$ cat src/rtl/mul_pkg.sv
// Shared encodings for the RV32M multiply issue/result stage.
package mul_pkg;

    typedef enum logic [1:0] {
        OP_MUL    = 2'b00,
        OP_MULH   = 2'b01,
        OP_MULHSU = 2'b10,
        OP_MULHU  = 2'b11
    } op_e;

    typedef enum logic [1:0] {
        IDLE = 2'b00,
        BUSY = 2'b01,
        DONE = 2'b10
    } state_e;

    localparam logic MODE_SIGNED   = 1'b1;
    localparam logic MODE_UNSIGNED = 1'b0;

endpackage

$ cat src/rtl/mul32.sv
// Combinational 32x32 multiplier; mode selects signed or unsigned operands.
module mul32 #(
    parameter real T = 0.150
) (
    input  logic [31:0] a,
    input  logic [31:0] b,
    input  logic        mode,
    output logic [31:0] hi,
    output logic [31:0] lo
);

    logic [63:0] ax;
    logic [63:0] bx;
    logic [63:0] p;

    if (T < 0.0) begin : g_bad_t
        $error("mul32: T must be non-negative");
    end

    // Sign extension to 64 bits makes a modular product exact for both modes
    assign ax = {{32{mode & a[31]}}, a};
    assign bx = {{32{mode & b[31]}}, b};
    assign p  = ax * bx;

    assign hi = p[63:32];
    assign lo = p[31:0];

endmodule

$ cat src/rtl/mul_unit.sv
// Issue/result stage around mul32: registers one RV32M multiply,
// waits LAT cycles for the array to settle, then holds the result.
module mul_unit
    import mul_pkg::*;
#(
    parameter int unsigned LAT  = 2,
    parameter int unsigned TAGW = 5,
    parameter real         T    = 0.150
) (
    input  logic            clk,
    input  logic            rst,
    input  logic            in_valid,
    output logic            in_ready,
    input  logic [1:0]      in_op,
    input  logic [31:0]     in_a,
    input  logic [31:0]     in_b,
    input  logic [TAGW-1:0] in_tag,
    output logic            out_valid,
    input  logic            out_ready,
    output logic [31:0]     out_res,
    output logic [TAGW-1:0] out_tag
);

    localparam logic [3:0] CNT_INIT = 4'(LAT - 1);

    if (LAT < 1 || LAT > 15) begin : g_bad_lat
        $error("mul_unit: LAT must be in 1..15");
    end

    state_e          state;
    state_e          state_n;
    logic [3:0]      cnt;
    logic [31:0]     a_q;
    logic [31:0]     b_q;
    op_e             op_q;
    logic [TAGW-1:0] tag_q;
    logic            accept;
    logic            mode;
    logic [31:0]     hi;
    logic [31:0]     lo;
    logic [31:0]     corr;
    logic [31:0]     res_sel;

    assign in_ready  = !rst && (state == IDLE ||
                                (state == DONE && out_ready));
    assign accept    = in_valid && in_ready;
    assign out_valid = (state == DONE);

    always_comb begin
        state_n = state;
        unique case (state)
            IDLE:    if (accept) state_n = BUSY;
            BUSY:    if (cnt == 4'd0) state_n = DONE;
            DONE:    if (out_ready) state_n = accept ? BUSY : IDLE;
            default: state_n = IDLE;
        endcase
    end

    always_ff @(posedge clk or posedge rst) begin
        if (rst) state <= IDLE;
        else     state <= state_n;
    end

    // Operands only move on accept, so mul32 inputs are stable while BUSY
    always_ff @(posedge clk or posedge rst) begin
        if (rst) begin
            cnt     <= '0;
            a_q     <= '0;
            b_q     <= '0;
            op_q    <= OP_MUL;
            tag_q   <= '0;
            out_res <= '0;
            out_tag <= '0;
        end else begin
            if (accept) begin
                cnt   <= CNT_INIT;
                a_q   <= in_a;
                b_q   <= in_b;
                op_q  <= op_e'(in_op);
                tag_q <= in_tag;
            end else if (state == BUSY && cnt != 4'd0) begin
                cnt <= cnt - 4'd1;
            end
            if (state == BUSY && cnt == 4'd0) begin
                out_res <= res_sel;
                out_tag <= tag_q;
            end
        end
    end

    assign mode = (op_q == OP_MULH) ? MODE_SIGNED : MODE_UNSIGNED;

    mul32 #(.T(T)) u_mul32 (
        .a    (a_q),
        .b    (b_q),
        .mode (mode),
        .hi   (hi),
        .lo   (lo)
    );

    // Signed rs1 times unsigned rs2: subtract b from the unsigned high word
    assign corr = a_q[31] ? b_q : '0;

    always_comb begin
        res_sel = '0;
        unique case (op_q)
            OP_MUL:    res_sel = lo;
            OP_MULH:   res_sel = hi;
            OP_MULHU:  res_sel = hi;
            OP_MULHSU: res_sel = hi - corr;
        endcase
    end

endmodule

$ cat config.mk
export PLATFORM = sky130hd
export DESIGN_NAME = mul_unit
export DESIGN_NICKNAME = d
export VERILOG_FILES = /design/src/rtl/mul_pkg.sv /design/src/rtl/mul32.sv /design/src/rtl/mul_unit.sv
export SDC_FILE = /design/constraint.sdc
export NUM_CORES = 2
export LEC_CHECK = 0
export BUFFER_PORTS_ARGS = -buffer_cell sky130_fd_sc_hd__buf_2
export CORE_MARGIN = 1
export CORE_UTILIZATION = 40
export DETAILED_ROUTE_END_ITERATION = 7
export SETUP_SLACK_MARGIN = 0.5
export SKIP_LAST_GASP = 1
export SYNTH_ARGS = -nofsm -noshare
export SYNTH_HDL_FRONTEND = slang
export SYNTH_SLANG_ARGS = --single-unit
$ cat constraint.sdc
create_clock -name clk -period 12.02 [get_ports clk]
set_input_delay 2.404 -clock clk [delete_from_list [all_inputs] [get_ports clk]]
set_output_delay 2.404 -clock clk [all_outputs]
set_load 0.02 [all_outputs]
==> metrics.md <==
| Metric | Value |
|---|---|
| Slowest stage delay, CP | `950 ps` |
| Nets | `6256` |
| Cell Area, Synth | `0.0443 mm²` |
| Initial Utilization | `0.405` |
| Tcrit/Tclk final | `0.900` |
| CP required | `12430 ps` |
| Root buf cell | `clkbuf_16` |
| Crit end category | `register` |
| Top cell type's share of synthesized area | `0.509` |
| #FFs+latches synth | `114` |
| Worst endpoint data arrival time | `11220 ps` |
| Site row count | `121` |
| # port buffers | `113` |
| Global Route met3 Usage | `0.0283` |
| Outcome | `complete, no violations` |
| Synth Area in Compound Gates | `0.0578` |
| Simple-Gate Fraction of Synth Area | `0.139` |
| Non-Filler Instances | `6303` |
| Clk_skew | `21.6 ps` |
| DIE AREA | `0.112 mm²` |
| Dpl cells | `6264` |
| Async S/R FF share, synth | `1.00` |
| Syn-to-layout area delta | `6.20%` |
| RSZ-0062 raised after global routing | `no` |
| Synthesized Nets | `6290` |
| Final worst path period need | `10810 ps` |
| Worst-Skew Late Latency | `520 ps` |
| Count of final max-slew check failures | `0` |
| Cell count after synthesis | `4845` |
| Hold_buf cts | `0` |
| Largest cells by area after synthesis | `fa_1 (51%), inv_1 (9.9%), nand2_1 (7.3%)` |
| DP Wirelength | `107000 µm` |
| Die width | `335 µm` |
| CTS sink cnt | `114` |
| Cell variety after synth | `76` |
| Largest family of logic cells by synthesized area | `adder cells` |
| Max Clock Freq | `92.5 MHz` |
| TritonCTS clock tree | `done` |
| Fraction of the mapped netlist area in adder cells | `0.578` |
| Crit start category | `register` |
| Global-route wire length before repair | `204000 µm` |
| Commonest non-fill, non-tap cells in the layout | `inv_1 (1165), fa_1 (1126), nand2_1 (864), and2_1 (278), ha_1 (244)` |
| Clk slew on worst S/H paths | `60 ps` |
| Wire per inst | `20.1 µm` |
| Setup TNS | `0 ps` |
| Post-Syn Area per Cell | `9.13 µm²` |
| Met2 Use GR | `0.402` |
| GR Util All Layers | `0.240` |
| First-pass DRT Iterations | `5` |
| Post-synth top flop | `dfrtp_1` |
| XOR/XNOR Fraction of Synth Area | `0.0196` |
| Post-route ant nets | `0` |
| Global routing's busiest layer | `met2` |
| Number of flops mapped to enable cells by yosys | `0` |
| Final hold vios | `0` |
| Largest net degree at the start of global routing | `60` |
| Die height | `335 µm` |
| Worst Path Max Fanout | `19` |
| Total grt overflow | `0` |
| I/O pin cnt | `114` |
| Max-cap violations | `0` |
| Worst slew pin tran | `1070 ps` |
| Clock Tree Buf Depth | `2` |
| Detailed-route via count | `32200` |
| Core Area | `0.109 mm²` |
| Slowest cell on the critical path | `dfrtp_1` |
| DR iter-0 viols | `2098` |
| Vias in the first global route | `34600` |
| Register area share after synthesis | `0.0645` |
| Gpl congestion | `0.928` |
| CTS Buf Count | `17` |
| Hold Crit Class | `reg -> reg` |
| Final setup viols | `0` |
| Synth warn | `0` |
| Rel. slew slack | `0.287` |
| Antenna violations before repair | `9` |
| Wirelength, routed | `127000 µm` |
| Vias per inst | `5.11` |
| Post-synth top area cell | `fa_1` |
| DRC | `0` |
| Multiplexer share of the synthesized area | `0.0191` |
| Layout cells sized above 1 | `0.0775` |
| CP dominant cell by count | `fa_1` |
| Commonest non-fill, non-tap cell in the layout | `inv_1` |
| GR Util met1 | `0.330` |
| H-tree Lvls | `4` |
| Critical path class | `reg -> reg` |
per-layer routing:
metal  up-vias  wire (µm)
li1      14100          -
met1     16900      54100
met2      1014      62100
met3       169       7270
met4         2       3200
met5         -         17
kinds of logic (layout without fill, tap and decap cells):
family          Yosys count  count (layout)
buf+inv                1432            1411
simple gates           1373            1373
fa+ha+maj              1370            1370
compound gates          381             381
flops                   114             114
xor+xnor                 99              99
mux                      76              76
other cells               0               3
critical path: cells and delay by family, from the launching register on:
| kind | cells | cell delay (ps) |
|---|---|---|
| AO/OA/AOI/OAI | 11 | 3120 |
| adder cells (fa/ha/maj) | 10 | 4890 |
| XOR/XNOR | 1 | 300 |
| buffers and inverters | 4 | 540 |
| AND/OR/NAND/NOR | 6 | 900 |
| flip-flops | 1 | 950 |
layout make-up:
type	count	area [µm²]
Fill cell	10900	62300
Multi-Input combinational cell	3299	36000
Inverter	1168	4400
Sequential cell	114	2880
Tap cell	1476	1850
Timing Repair Buffer	211	1310
Clock buffer	19	433
Clock inverter	13	101
Antenna cell	3	7.51
path summary, 6_finish.rpt:
kind	slack (ps)	start	cells past startpoint	to
max in group asynchronous	8480	rst	3	a_q[9]
setup / recovery	1210	a_q[11]	32	out_res[28]
setup reg to reg	1210	a_q[11]	32	out_res[28]
min in group asynchronous	1960	rst	2	state[1]
hold / removal	470	tag_q[4]	2	out_tag[4]
hold reg to reg	470	tag_q[4]	2	out_tag[4]
cell usage after synthesis (28+ instances only):
| cell type | instances |
|---|---|
| a211oi_1 | 28 |
| a21o_1 | 42 |
| a21oi_1 | 116 |
| and2_1 | 280 |
| clkbuf_1 | 249 |
| dfrtp_1 | 114 |
| fa_1 | 1126 |
| ha_1 | 244 |
| inv_1 | 1168 |
| mux2_2 | 69 |
| nand2_1 | 865 |
| nand3_1 | 28 |
| nor2_1 | 98 |
| o21ai_0 | 70 |
| xnor2_1 | 61 |
| xor2_1 | 38 |
metrics by stage:
step                      instance area, µm²  utilization  setup WS (ps)  hold slack [ps]
final                                  47000        0.430           1210              469
after floorplan                        44300            -           2380              435
after detailed placement               46400        0.425           1010              454
after CTS                              46900        0.429            967              470
after global routing                   47000        0.430            501              499
after global placement                 46400        0.425           1060              441
flip-flops by register name, indices dropped and copies added (netlist names):
register / flops
tag_q: 5
b_q: 32
a_q: 32
state: 2
op_q: 2
out_tag: 5
cnt: 4
out_res: 32
repair_timing:
action	in CTS	in global routing
setup endpoints to repair	0	6
buffers inserted	0	4
resized for setup	0	15
Power is left out: the tool's default activity adds up to more than one toggle a clock period on the data nets, which glitch-free logic cannot reach.
